[config.mk]
export PLATFORM = sky130hd
export DESIGN_NAME = core_decode_queue
export DESIGN_NICKNAME = d
export VERILOG_FILES = /design/src/rtl/core_decode_queue.sv
export SDC_FILE = /design/constraint.sdc
export NUM_CORES = 1
export LEC_CHECK = 0
export CAP_MARGIN = 15
export CORE_MARGIN = 5
export CORE_UTILIZATION = 30
export DETAILED_ROUTE_END_ITERATION = 8
export HOLD_SLACK_MARGIN = 0.06
export PLACE_DENSITY = 0.55
export SLEW_MARGIN = 20
export SYNTH_ARGS = -nofsm -noshare
export SYNTH_HDL_FRONTEND = slang
export SYNTH_SLANG_ARGS = --single-unit
[constraint.sdc]
create_clock -name i_clk -period 10 [get_ports i_clk]
set_input_delay 2 -clock i_clk [delete_from_list [all_inputs] [get_ports i_clk]]
set_output_delay 2 -clock i_clk [all_outputs]
set_load 0.01 [all_outputs]
[src/rtl/core_decode_queue.sv]
// RV32 decode stage: DEPTH-entry elastic queue between fetch and execute,
// with the queue head decoded into a registered output slot.
// Optional build macro: CORE_DECODE_QUEUE_BYPASS_EN lets an instruction skip
// the empty queue and load the output slot directly (1-cycle latency).

package core_pkg;

  typedef enum logic [4:0] {
    OPC_LOAD     = 5'b00000,
    OPC_MISC_MEM = 5'b00011,
    OPC_OP_IMM   = 5'b00100,
    OPC_AUIPC    = 5'b00101,
    OPC_STORE    = 5'b01000,
    OPC_OP       = 5'b01100,
    OPC_LUI      = 5'b01101,
    OPC_BRANCH   = 5'b11000,
    OPC_JALR     = 5'b11001,
    OPC_JAL      = 5'b11011,
    OPC_SYSTEM   = 5'b11100
  } opcode_e;

  typedef enum logic [2:0] {
    FMT_OTHER = 3'd0,
    FMT_R     = 3'd1,
    FMT_I     = 3'd2,
    FMT_S     = 3'd3,
    FMT_B     = 3'd4,
    FMT_U     = 3'd5,
    FMT_J     = 3'd6,
    FMT_UIMM  = 3'd7
  } instr_format_e;

  typedef enum logic [1:0] {
    RD_SRC_ALU_RESULT  = 2'd0,
    RD_SRC_MEM_LOAD    = 2'd1,
    RD_SRC_NEXT_SEQ_PC = 2'd2,
    RD_SRC_CSR         = 2'd3
  } rd_src_e;

  typedef logic [4:0] reg_index_t;

  typedef struct packed {
    opcode_e       opcode;
    instr_format_e format;
    rd_src_e       rd_src;
    reg_index_t    rd;
    reg_index_t    rs1;
    reg_index_t    rs2;
    logic [2:0]    funct3;
    logic [31:0]   imm;
    logic          rd_we;
    logic          illegal;
  } decoded_t;

endpackage

module core_decode_queue
  import core_pkg::*;
#(
  parameter int unsigned DEPTH    = 4,
  parameter int unsigned PC_WIDTH = 32
) (
  input  logic                         i_clk,
  input  logic                         i_rst_n,
  input  logic                         i_flush,
  input  logic                         i_valid,
  output logic                         o_ready,
  input  logic [31:0]                  i_instr,
  input  logic [PC_WIDTH-1:0]          i_pc,
  output logic                         o_valid,
  input  logic                         i_ready,
  output logic [PC_WIDTH-1:0]          o_pc,
  output opcode_e                      o_opcode,
  output instr_format_e                o_format,
  output rd_src_e                      o_rd_src,
  output reg_index_t                   o_rd,
  output reg_index_t                   o_rs1,
  output reg_index_t                   o_rs2,
  output logic [2:0]                   o_funct3,
  output logic [31:0]                  o_imm,
  output logic                         o_rd_we,
  output logic                         o_illegal,
  output logic [$clog2(DEPTH+2)-1:0]   o_count
);

  localparam int unsigned AW = $clog2(DEPTH);
  localparam int unsigned PW = AW + 1;
  localparam int unsigned CW = $clog2(DEPTH + 2);

  logic [31:0]         mem_instr [DEPTH];
  logic [PC_WIDTH-1:0] mem_pc    [DEPTH];
  logic [PW-1:0]       wr_ptr, rd_ptr;
  decoded_t            slot_q;
  logic [PC_WIDTH-1:0] pc_q;
  logic                valid_q;
  logic [CW-1:0]       count_q;

  logic [PW-1:0]       q_count, q_count_n;
  logic                q_empty, q_full;
  logic                push, slot_free, bypass, q_push, q_pop, load, valid_n;
  logic [31:0]         src_instr;
  logic [PC_WIDTH-1:0] src_pc;
  logic [CW-1:0]       count_n;
  decoded_t            dec;

  // Pure instruction decode into the packed payload
  function automatic decoded_t decode(input logic [31:0] in);
    decoded_t d;
    d         = '0;
    d.opcode  = opcode_e'(in[6:2]);
    d.rd      = in[11:7];
    d.rs1     = in[19:15];
    d.rs2     = in[24:20];
    d.funct3  = in[14:12];
    d.format  = FMT_OTHER;
    d.rd_src  = RD_SRC_ALU_RESULT;
    d.illegal = 1'b1;
    if (in[1:0] == 2'b11) begin
      d.illegal = 1'b0;
      case (d.opcode)
        OPC_OP:                                           d.format = FMT_R;
        OPC_OP_IMM, OPC_LOAD, OPC_JALR, OPC_MISC_MEM:     d.format = FMT_I;
        OPC_STORE:                                        d.format = FMT_S;
        OPC_BRANCH:                                       d.format = FMT_B;
        OPC_LUI, OPC_AUIPC:                               d.format = FMT_U;
        OPC_JAL:                                          d.format = FMT_J;
        OPC_SYSTEM:  d.format = in[14] ? FMT_UIMM : FMT_I;
        default:     d.illegal = 1'b1;
      endcase
      case (d.opcode)
        OPC_JAL, OPC_JALR: d.rd_src = RD_SRC_NEXT_SEQ_PC;
        OPC_LOAD:          d.rd_src = RD_SRC_MEM_LOAD;
        OPC_SYSTEM:        d.rd_src = RD_SRC_CSR;
        default:           d.rd_src = RD_SRC_ALU_RESULT;
      endcase
    end
    case (d.format)
      FMT_I:    d.imm = {{20{in[31]}}, in[31:20]};
      FMT_S:    d.imm = {{20{in[31]}}, in[31:25], in[11:7]};
      FMT_B:    d.imm = {{19{in[31]}}, in[31], in[7], in[30:25], in[11:8], 1'b0};
      FMT_U:    d.imm = {in[31:12], 12'b0};
      FMT_J:    d.imm = {{11{in[31]}}, in[31], in[19:12], in[20], in[30:21], 1'b0};
      FMT_UIMM: d.imm = {27'b0, in[19:15]};
      default:  d.imm = '0;
    endcase
    d.rd_we = !d.illegal && (d.rd != 5'd0) &&
              (d.opcode != OPC_STORE) && (d.opcode != OPC_BRANCH) &&
              (d.opcode != OPC_MISC_MEM);
    return d;
  endfunction

  // Queue status from wrap-bit pointers
  always_comb begin
    q_count = PW'(wr_ptr - rd_ptr);
    q_empty = (wr_ptr == rd_ptr);
    q_full  = (wr_ptr[AW] != rd_ptr[AW]) && (wr_ptr[AW-1:0] == rd_ptr[AW-1:0]);
  end

  // Handshake resolution, slot load source and next occupancy
  always_comb begin
    push      = i_valid && !q_full;
    slot_free = !valid_q || i_ready;
`ifdef CORE_DECODE_QUEUE_BYPASS_EN
    bypass    = push && q_empty && slot_free;
`else
    bypass    = 1'b0;
`endif
    q_push    = push && !bypass;
    q_pop     = slot_free && !q_empty;
    load      = q_pop || bypass;
    src_instr = q_empty ? i_instr : mem_instr[rd_ptr[AW-1:0]];
    src_pc    = q_empty ? i_pc    : mem_pc[rd_ptr[AW-1:0]];
    dec       = decode(src_instr);
    valid_n   = load ? 1'b1 : (slot_free ? 1'b0 : valid_q);
    q_count_n = PW'(q_count + PW'(q_push) - PW'(q_pop));
    count_n   = CW'(q_count_n) + CW'(valid_n);
  end

  assign o_ready = !q_full;

  // Queue storage (payload only, no reset needed)
  always_ff @(posedge i_clk) begin
    if (q_push && !i_flush) begin
      mem_instr[wr_ptr[AW-1:0]] <= i_instr;
      mem_pc[wr_ptr[AW-1:0]]    <= i_pc;
    end
  end

  // Pointers, output slot and occupancy; flush overrides everything
  always_ff @(posedge i_clk or negedge i_rst_n) begin
    if (!i_rst_n) begin
      wr_ptr  <= '0;
      rd_ptr  <= '0;
      slot_q  <= '0;
      pc_q    <= '0;
      valid_q <= 1'b0;
      count_q <= '0;
    end else if (i_flush) begin
      wr_ptr  <= '0;
      rd_ptr  <= '0;
      valid_q <= 1'b0;
      count_q <= '0;
    end else begin
      if (q_push) wr_ptr <= wr_ptr + PW'(1);
      if (q_pop)  rd_ptr <= rd_ptr + PW'(1);
      if (load) begin
        slot_q <= dec;
        pc_q   <= src_pc;
      end
      valid_q <= valid_n;
      count_q <= count_n;
    end
  end

  assign o_valid   = valid_q;
  assign o_pc      = pc_q;
  assign o_opcode  = slot_q.opcode;
  assign o_format  = slot_q.format;
  assign o_rd_src  = slot_q.rd_src;
  assign o_rd      = slot_q.rd;
  assign o_rs1     = slot_q.rs1;
  assign o_rs2     = slot_q.rs2;
  assign o_funct3  = slot_q.funct3;
  assign o_imm     = slot_q.imm;
  assign o_rd_we   = slot_q.rd_we;
  assign o_illegal = slot_q.illegal;
  assign o_count   = count_q;

endmodule

# Word level (Yosys, flattened, before mapping)
# Memory sizes are Yosys's and may differ from the RTL's. A register that Yosys moved wholly into a read port is not among the register bits.
# Index checks and enable logic that the tools add are counted.
[word_totals] regBits=72 ramBits=256 in_bits=69 output_inout_bits=99 n_memories=2
[mem_list] memory="mem_instr" depth=4 word_bits=32 read_ports=1 rd_ports_with_merged_regs=0 write_ports=1 line_no="90" rtl="logic [31:0] mem_instr [DEPTH];"
[mem_list] memory="mem_pc" depth=4 word_bits=32 read_ports=1 rd_ports_with_merged_regs=1 write_ports=1 line_no="91" rtl="logic [PC_WIDTH-1:0] mem_pc [DEPTH];"
[classes] n_addsub=6 eq_ne=23 mux=18 bitwise=1 reduce_logical=24
[ops] cell="$pmux W32 S6" n=1
[ops] cell="$mux W32" n=1
[ops] cell="$pmux W3 S7" n=1
[ops] cell="$eq A5 B5 Y1 const B" n=4
[ops] cell="$mux W3" n=6
[ops] cell="$eq A5 B4 Y1 const B" n=3
[ops] cell="$eq A3 B3 Y1 const B" n=4
[ops] cell="$reduce_or A11 Y1" n=1
[ops] cell="$eq A5 B3 Y1 const B" n=2
[ops] cell="$logic_and A1 B1 Y1" n=8
[ops] cell="$mux W1" n=7
[ops] cell="$add A3 B1 Y3" n=2
[ops] cell="$add A3 B1 Y3 const B" n=2
[ops] cell="$eq A3 B2 Y1 const B" n=2
[ops] cell="$logic_not A1 Y1" n=6
[ops] cell="$pmux W2 S3" n=1
[ops] cell="$eq A5 B2 Y1 const B" n=1
[ops] cell="$logic_not A5 Y1" n=1
[ops] cell="$mux W5" n=1
[ops] cell="$ne A5 B2 Y1 const B" n=1
[ops] cell="$ne A5 B4 Y1 const B" n=1
[ops] cell="$ne A5 B5 Y1 const B" n=1
[ops] cell="$reduce_bool A5 Y1" n=1
[ops] cell="$reduce_bool A2 Y1" n=2
[ops] cell="11 further kinds" n=12

# Logic depth before layout (Yosys ltp)
# Gate-level depths: netlist of the first run.
[depth] ltp_word=11 mapped_depth=14

# Worst setup path before layout of the first run
# No wires, ideal clock.
[synth_path] kind="input to register" startpoint="input i_valid" endpoint="memory mem_instr[0][0] (enable)" t_arrival_ns=4.075 t_required_ns=9.571 slack_ns=5.496 cell_stages=4 cell_sequence="and2_1 -> clkbuf_1 -> nor2b_1 -> and2_1"
[synth_between] elab_chain_cells=4
[synth_lines] element="from (decl)" line_no="66" rtl="input logic i_valid,"
[synth_lines] element="$logic_and A1 B1 Y1" line_no="161" rtl="push = i_valid && !q_full;"
[synth_lines] element="$logic_and A1 B1 Y1" line_no="183" rtl="if (q_push && !i_flush) begin"
[synth_lines] element="$mux W1" line_no="183"
[synth_lines] element="$mux W1 (implied by the code)" line_no="184" rtl="mem_instr[wr_ptr[AW-1:0]] <= i_instr;"
[synth_lines] element="to (decl)" line_no="90"
# No other way between the ends.

# Worst setup path after layout of the first run
[layout_path] startpoint="register rd_ptr[0]" endpoint="register slot_q, in the netlist o_imm[13]"
[layout_between] elab_chain_cells=8 word_cells_on_any_way=30
[layout_lines] element="from (decl)" line_no="92" rtl="logic [PW-1:0] wr_ptr, rd_ptr;"
[layout_lines] element="from (signal assigned)" line_no="205" rtl="if (q_pop) rd_ptr <= rd_ptr + PW'(1);"
[layout_lines] element="$mem_v2 Z4 W32 / $eq A3 B3 Y1 (equally long branches)"
[layout_lines] element="$mux W32" line_no="171" rtl="src_instr = q_empty ? i_instr : mem_instr[rd_ptr[AW-1:0]];"
[layout_lines] element="$eq A5 B5 Y1 (tied with other cells)" line_no="120" rtl="case (d.opcode)"
[layout_lines] element="$reduce_or A4 Y1 / $reduce_or A2 Y1 (equally long branches)"
[layout_lines] element="$pmux W3 S7" line_no="120"
[layout_lines] element="$mux W5" line_no="118" rtl="if (in[1:0] == 2'b11) begin"
[layout_lines] element="$eq A3 B3 Y1 / $eq A3 B2 Y1 (equally long branches)" line_no="137" rtl="case (d.format)"
[layout_lines] element="$pmux W32 S6" line_no="137"
[layout_lines] element="to (signal assigned)" line_no="194" rtl="slot_q <= '0;"
[layout_lines] element="to (signal assigned)" line_no="207" rtl="slot_q <= dec;"
[layout_lines] element="to (decl)" line_no="93" rtl="decoded_t slot_q;"
# Several ways; a longest one is shown, not always the timed one.
# A chain may end at the register's enable or synchronous reset.

==> results.md, run 1 <==
Outcome:
- The flow ran to the end, and the final reports show no timing, DRC or antenna violations.

STA:
- Setup repair after global routing left no endpoint under its margin.
- Setup violations remaining at the end of the flow were counted as 0.
- In this run the tightest slew margin relative to its limit is 0.3444.
- The share of the clock period used by the worst path is 0.4768.
- In the final timing run, aggregate negative setup slack is 0 ps.
- The number of max-slew violations in the final report is 0.
- The number of endpoints with negative hold slack in the final report is 0.
- Based on the critical path, the design can be clocked at up to 209.7 MHz.
- On the final layout, the worst hold slack is 474.7 ps.
- Subtracting the final worst setup slack from the clock period gives 4768 ps.
- The clock skew after layout is 28.09 ps.
- At the pin with the least slew margin, the transition time is 981.4 ps.
- The least setup slack across all paths after layout is 5232 ps.

Logic synthesis:
- The total number of yosys warnings is 0.
- The share of the synthesized area in the top cell type is 0.5370.
- In the post-synthesis netlist, the cell with the most instances is sky130_fd_sc_hd__edfxtp_1.
- By area the synthesized netlist is led by sky130_fd_sc_hd__edfxtp_1, sky130_fd_sc_hd__dfrtp_1, sky130_fd_sc_hd__mux4_2, sky130_fd_sc_hd__nand2_1, sky130_fd_sc_hd__a221o_1.
- The average cell area after synthesis is 16.42 sq um.
- The post-synthesis cell type count is 58.
- Of all cell types, the one taking the most synthesized area is sky130_fd_sc_hd__edfxtp_1.
- After synthesis, the share of flip-flops with an asynchronous set or reset is 0.2889.
- In the synthesized netlist, the number of instances is 872.
- The prevailing post-synth register cell is sky130_fd_sc_hd__edfxtp_1.
- By count the netlist is led by sky130_fd_sc_hd__edfxtp_1, sky130_fd_sc_hd__nand2_1, sky130_fd_sc_hd__dfrtp_1.
- The netlist area before placement is ~0.014 sq mm.
- The number of flops mapped to enable cells by yosys is 256.
- The share of the Yosys chip area taken by registers is 0.7188.
- The register bit count reported by yosys is 360.
- When the netlist entered floorplanning its net count stood at 950.

Floorplan:
- The die outline area is 0.05219 sq mm.
- 168 I/O pins were placed.
- The die extent in x is 228.5 um.
- The effective utilization at floorplan is 0.3017.
- The number of rows in the core area is 80.
- The floorplan step defined a core boundary enclosing 0.04745 sq mm.
- The floorplan step set the die height to 228.5 um.

Cells and area:
- Once layout is complete, the utilization of the core stands at 0.3805.
- The final layout contains 1,129 nets.
- Relative to the synthesized area, the layout overhead comes to 26.10%.
- 0 antenna diodes ended up in the layout.
- The count of placed standard cells in the final layout, fillers left out is 1,699.
- Of the cells placed in the final design, the portion with a size suffix greater than 1 is 0.1577.
- The finished cells cover 0.01805 sq mm.

Clocking:
- The number of gates resized after CTS was 0.
- The number of hold buffers added after CTS was 0.
- The clock net in this run drives a total of 360 sinks.
- Clock latency on the worst-skew pair, taken at its later pin, is 560 ps.
- The post-CTS setup repair buffer count is 0.
- The tree is rooted in a sky130_fd_sc_hd__clkbuf_16.
- The number of clock buffers added by TritonCTS is 41.
- TritonCTS built the clock tree.
- Clock-pin slew was measured on the worst setup and hold paths at 60 ps.
- The clock passes through at most 3 buffers.
- The number of H-tree levels is 2.

Setup path:
- The origin of the critical flop-to-flop path is rd_ptr[0].
- For the worst setup path, the data required time is 10,490 ps.
- The endpoint type of the worst setup path is a register.
- In this run the critical register-to-register path is captured at o_imm[13].
- The arrival time at the worst endpoint is around 5300 ps.
- The worst setup path is of the reg2reg kind.
- Counting cells, the worst reg-to-reg path comes to 8.
- The worst setup path is launched from a register.
- The largest fanout on the critical path is 43.
- The slack of the worst reg-to-reg path is 5230 ps.

Place:
- The count of input and output buffers is 167.
- Detailed placement finished with a half-perimeter wire length of 22,730 um.
- Counting tap cells, the placed design contains a total of 1,623 instances.
- Before CTS, the worst setup slack after placement is slightly above 5000 ps.
- The cell area reported after detailed placement is 0.01668 sq mm.
- The last weighted congestion value of the routability-driven placer is 0.7813.

Worst hold path:
- The endpoint with the worst hold slack is o_pc[0].
- The worst hold-check path type is reg2reg.
- The hold path startpoint is o_pc[0].
- Along the worst hold path, the cell count comes to 2.

Power and ir drop:
- In this run the power density over the cells is 277.1 mW/mm^2.
- Total power for the finished layout comes to ~5.0 mW.
- The worst-case vdd ir drop is 0.1248 mV.
- The static power due to leakage is 6.536 nW.

Drt:
- For this block, the initial DRC count from the detailed router was 535.
- The detailed-route wire length is roughly 36,000 um.
- The routed wirelength normalized by instance count is about 21 um.
- The number of detailed-route iterations in the first pass is 5.
- Detailed routing inserted a total of roughly 8,200 vias.
- In this run the remaining antenna-violating nets after routing total 0.
- The DRC violation count after routing is 0.
- The number of vias per cell after detailed routing is 4.824.

GRT:
- The pin count of the biggest net entering global routing is 80.
- Global routing finished with a remaining overflow of 0.
- The first global-routing pass estimated 55,920 um of wire.
- The initial antenna violation count came to 3.
- In the global route stage, overall resource usage came out at 0.1389.
- The via count of the first global-routing pass is between 8,000 and 9,000.

Run:
- The max-capacitance violation count is 0.
-- critical path, cell delays in order (launching register included) --
cell	delay, ps
sky130_fd_sc_hd__dfrtp_4	790
sky130_fd_sc_hd__buf_4	830
sky130_fd_sc_hd__mux4_2	630
sky130_fd_sc_hd__mux2i_1	690
sky130_fd_sc_hd__nand2_1	290
sky130_fd_sc_hd__o221a_4	400
sky130_fd_sc_hd__or3b_4	400
sky130_fd_sc_hd__a211oi_4	410
sky130_fd_sc_hd__a221o_1	190
-- cell usage in the layout, fill, tap and decap left out, types with 8 or more instances in the layout --
master and n:
sky130_fd_sc_hd__inv_1 10, sky130_fd_sc_hd__dfrtp_1 102, sky130_fd_sc_hd__nor2_1 25, sky130_fd_sc_hd__buf_4 12
sky130_fd_sc_hd__mux2i_1 17, sky130_fd_sc_hd__nand3_1 11, sky130_fd_sc_hd__nand2_1 194, sky130_fd_sc_hd__clkbuf_16 41
sky130_fd_sc_hd__clkdlybuf4s50_1 166, sky130_fd_sc_hd__edfxtp_1 256, sky130_fd_sc_hd__o21ai_0 22, sky130_fd_sc_hd__a221o_1 24
sky130_fd_sc_hd__mux4_2 62, sky130_fd_sc_hd__a22o_1 8
-- per-layer routing --
layer,global-route usage,part of all wire,vias to the layer above
met5,0,0.0011,-
met1,0.1818,0.44,4217
met4,0.03384,0.018,6
met2,0.2314,0.49,226
li1,-,-,3691
met3,0.03851,0.051,56
-- state kept, by name, summed over array words and instances (netlist names) --
name       count
mem_instr    128
mem_pc       128
o_imm         32
o_pc          32
o_opcode       5
o_rd           5
o_rs1          5
o_rs2          5
o_count        3
o_format       3
o_funct3       3
rd_ptr         3
wr_ptr         3
o_rd_src       2
o_illegal      1
o_rd_we        1
o_valid        1
-- cell type report --
cell class | count | area [sq um]
clock buffers | 48 | 1082
clock inverters | 28 | 286.5
fillers | 4476 | 29390
inverters | 10 | 37.54
multi-input cells | 460 | 3827
flip-flops and latches | 360 | 10300
well taps | 615 | 769.5
repair buffers | 178 | 1752
-- cells by family after synthesis --
logic type / Yosys count / synth area share
DFF: 360 / 0.7188
and+or+nand+nor: 266 / 0.07953
xor gates and xnor gates: 13 / 0.009526
adders and majority gates: 9 / 0.009439
buffers and inverters: 52 / 0.01564
AOI/OAI and AO/OA: 85 / 0.04938
muxes: 87 / 0.1177
-- how the worst max path moves through the flow --
stage,startpoint,to,slack (ps),depth (start not counted)
finish,rd_ptr[0],o_imm[13],5230,8
global route,rd_ptr[0],o_imm[13],4820,8
CTS,rd_ptr[0],o_imm[13],5170,8
detailed placement,i_instr[5],o_imm[12],5140,7
global placement,i_instr[4],o_imm[17],5230,7
floorplan,i_valid,mem_instr[0][0],5500,4
-- power by group --
group | internal (mW) | total (mW) | switching, mW
Combinational | 0.690 | 1.57 | 0.883
Clock | 0.887 | 1.51 | 0.619
Sequential | 1.79 | 1.92 | 0.134
Total | 3.37 | 5.00 | 1.64
(Power assumes the default switching activity.)
==> inputs of run 2 (changes only) <==
PLACE_DENSITY = 0.57   (was 0.55)
clock period = 4.3 ns   (was 10 ns; I/O delays follow)
==> results.md, run 2 (synthesis gave the netlist of run 1 again) <==
Outcome:
- The flow ran to the end, and the final reports show no timing, DRC or antenna violations.

Drt:
- The number of violations reported at the end of detailed-routing iteration 0 came to 571 (+6.7%).
- The number of vias per cell after detailed routing is 4.846 (+0.47%).
- The detailed-route wire length is 36,810 um (+1.1%).
- The total number of vias is 8,302 (+1.3%).
- The number of nets still failing antenna checks after routing was 0 (unchanged).
- The detailed route wirelength on metal2 came to 18,080 um (+2.0%).
- The post-route met1 wirelength came to 15,620 um (-3.2%).
- The routed wirelength normalized by instance count was 21.49 um (+0.26%).
- The top routing layer in use is met5.
- The total met3 wirelength after detailed routing is 2359 um (+26%).
- The number of detailed-route iterations in the first pass is 5 (unchanged).
- The DRC violation count after routing was 0 (unchanged).

Power and ir drop:
- The worst-case vdd ir drop came to 0.3146 mV (+150%).
- The total power consumption of the routed design is 11.78 mW (+140%).
- The ratio of total power to cell area is 645.4 mW/mm^2 (+130%).
- The static power due to leakage is 6.659 nW (+1.9%).

Cells and area:
- The library cell used most frequently in the layout, excluding fill and tap cells, is sky130_fd_sc_hd__edfxtp_1.
- The signed area change from the synthesized netlist to the final layout is 27.49%.
- The fraction of final layout cells with drive strength greater than 1 is 0.1685 (+0.01074).
- The antenna cell count is 0 (unchanged).
- The top cell types in the final layout, fill and taps aside, are sky130_fd_sc_hd__edfxtp_1, sky130_fd_sc_hd__nand2_1, sky130_fd_sc_hd__clkdlybuf4s50_1.
- The post-layout net count came to 1,143 (+1.2%).
- The post-route core utilization was 0.3847 (+0.004193).

GRT:
- The via count of the first global-routing pass is 8,774 (-0.48%).
- The pin count of the biggest net entering global routing is 55 (-31%).
- The total global routing overflow is 0 (unchanged).
- The initial antenna violation count is 3 (unchanged).
- The overall global routing resource usage came to 0.1401 (+0.001198).
- The first-pass GRT wire length came to 56,400 um (+0.85%).

Place:
- The worst-case setup slack after placement was 505.4 ps (-4633 ps).
- The last weighted congestion value of the routability-driven placer is 0.8104 (+3.7%).
- The count of input and output buffers was 167 (unchanged).
- The detailed placement HPWL is 23,800 um (+4.7%).

STA:
- The worst max-slew margin expressed relative to the limit came to 0.3865 (+0.04214).
- The time the final worst path needs with I/O delays and setup is 3842 ps (-926.0 ps).
- The total negative setup slack is 0 ps (unchanged).
- The setup violation total in the final timing report is 0 (unchanged).
- The number of endpoints with negative hold slack in the final report is 0 (unchanged).
- The fmax is 260.3 MHz (+24%).
- The number of max-slew violations in the final report is 0 (unchanged).
- The share of the clock period used by the worst path is 0.8936 (+0.4167).
- The worst-margin pin slew is 920.2 ps (-61.20 ps).
- Setup repair after global routing left no endpoint under its margin.
- The least setup slack across all paths after layout is 457.6 ps (-4774 ps).
- The clock skew after layout is 20.15 ps (-7.939 ps).
- The worst hold margin is 405.0 ps (-69.66 ps).

Setup path:
- The most critical setup path has its startpoint at rd_ptr[1].
- The origin of the critical flop-to-flop path is rd_ptr[1].
- Following the worst setup path forward leads to its endpoint at o_imm[16].
- The worst setup path is captured at a register.
- The critical path in this run is classified as reg2reg.
- STA classifies the critical path startpoint as a register.
- The slack of the worst reg-to-reg path is 460 ps (-4770 ps).
- The largest fanout on the critical path came to 16 (-63%).
- The data required time of the critical path is 4790 ps (-5700 ps).
- The reg-to-reg endpoint is o_imm[16].
- The arrival time at the worst endpoint is 4330 ps (-930 ps).
- The count of cells along the worst register-to-register path is 8 (unchanged).

Floorplan:
- The die extent in x is 228.5 um (unchanged).
- The die outline area came to 0.05219 sq mm (unchanged).
- The effective utilization at floorplan came to 0.3017 (unchanged).
- The core region area is 0.04745 sq mm (unchanged).
- The number of rows in the core area came to 80 (unchanged).
- The total I/O pin count came to 168 (unchanged).
- The height of the die is 228.5 um (unchanged).

Clocking:
- The maximum buffer depth of the clock tree was 3 (unchanged).
- TritonCTS built the clock tree.
- The post-cts repair resize count was 0 (unchanged).
- The worst-skew pair later-pin latency is 560 ps (about the same).
- The post-CTS setup repair buffer count is 0 (unchanged).
- The number of buffers inserted for hold repair after clock tree synthesis came to 0 (unchanged).
- The total CTS buffers is 41 (unchanged).
- The clock sink count is 360 (unchanged).
- In this run the clock root is driven by a sky130_fd_sc_hd__clkbuf_16.
- The clock-pin transition on the worst setup and hold timing paths is 60 ps (about the same).
- The number of H-tree levels is 2 (unchanged).

Worst hold path:
- The worst hold-check path type is in2async.

Run:
- The max-capacitance violation count was 0 (unchanged).
==> run 2: changes by cell type in the layout (fill, tap and decap cells not counted), moves of 4 or more <==
| cell | delta |
|---|---|
| sky130_fd_sc_hd__buf_4 | +10 |
| sky130_fd_sc_hd__buf_12 | +4 |
| sky130_fd_sc_hd__clkbuf_1 | +4 |
| sky130_fd_sc_hd__clkbuf_8 | +4 |
| sky130_fd_sc_hd__clkinv_1 | -4 |
| sky130_fd_sc_hd__clkinvlp_4 | -4 |
==> run 2: power breakdown <==
group / internal, mW / switching (mW) / total (mW) / leakage (nW)
logic: 1.65 / 2.07 / 3.72 / 2.29
registers: 4.16 / 0.283 / 4.44 / 3.68
clock network: 2.20 / 1.42 / 3.62 / 0.694
==> run 2: layout make-up <==
cell class | instances | area (sq um)
clock buffer | 58 | 1202
sequential | 360 | 10300
fill | 4453 | 29190
timing repair buffer | 192 | 1907
inverter | 10 | 37.54
clock inverter | 18 | 210.2
tap | 615 | 769.5
multi-input combinational | 460 | 3827
==> run 2: worst max-delay path: stages (launching register included) <==
cell and delay, ps:
sky130_fd_sc_hd__dfrtp_4 590, sky130_fd_sc_hd__xnor2_1 430, sky130_fd_sc_hd__nand3_4 360, sky130_fd_sc_hd__mux2i_2 720
sky130_fd_sc_hd__nand3_1 300, sky130_fd_sc_hd__o221a_4 380, sky130_fd_sc_hd__or3b_4 410, sky130_fd_sc_hd__a211oi_4 380
sky130_fd_sc_hd__a221o_1 190
==> run 2: worst min path at each step <==
stage,from,to,slack [ps],depth (start not counted)
2_1_floorplan,o_pc[0],o_pc[0],510,2
3_3_place_gp,o_pc[29],o_pc[29],460,2
3_5_place_dp,o_pc[5],o_pc[5],460,2
4_1_cts,i_rst_n,o_pc[17],400,1
5_1_grt,i_rst_n,o_pc[20],430,1
6_report,i_rst_n,o_pc[20],410,1
==> run 2: metal layers <==
metal  vias to the layer above  track usage
met5                         -            0
met4                         6      0.03555
met3                        62      0.04124
met2                       237       0.2355
met1                      4285       0.1794
li1                       3712            -
==> run 2: metrics by stage <==
stage,cells,area (sq um)
3_5_place_dp,1637,16840
4_1_cts,1713,18250
6_report,1713,18250
3_3_place_gp,1637,16840
5_1_grt,1713,18250
2_1_floorplan,872,14320
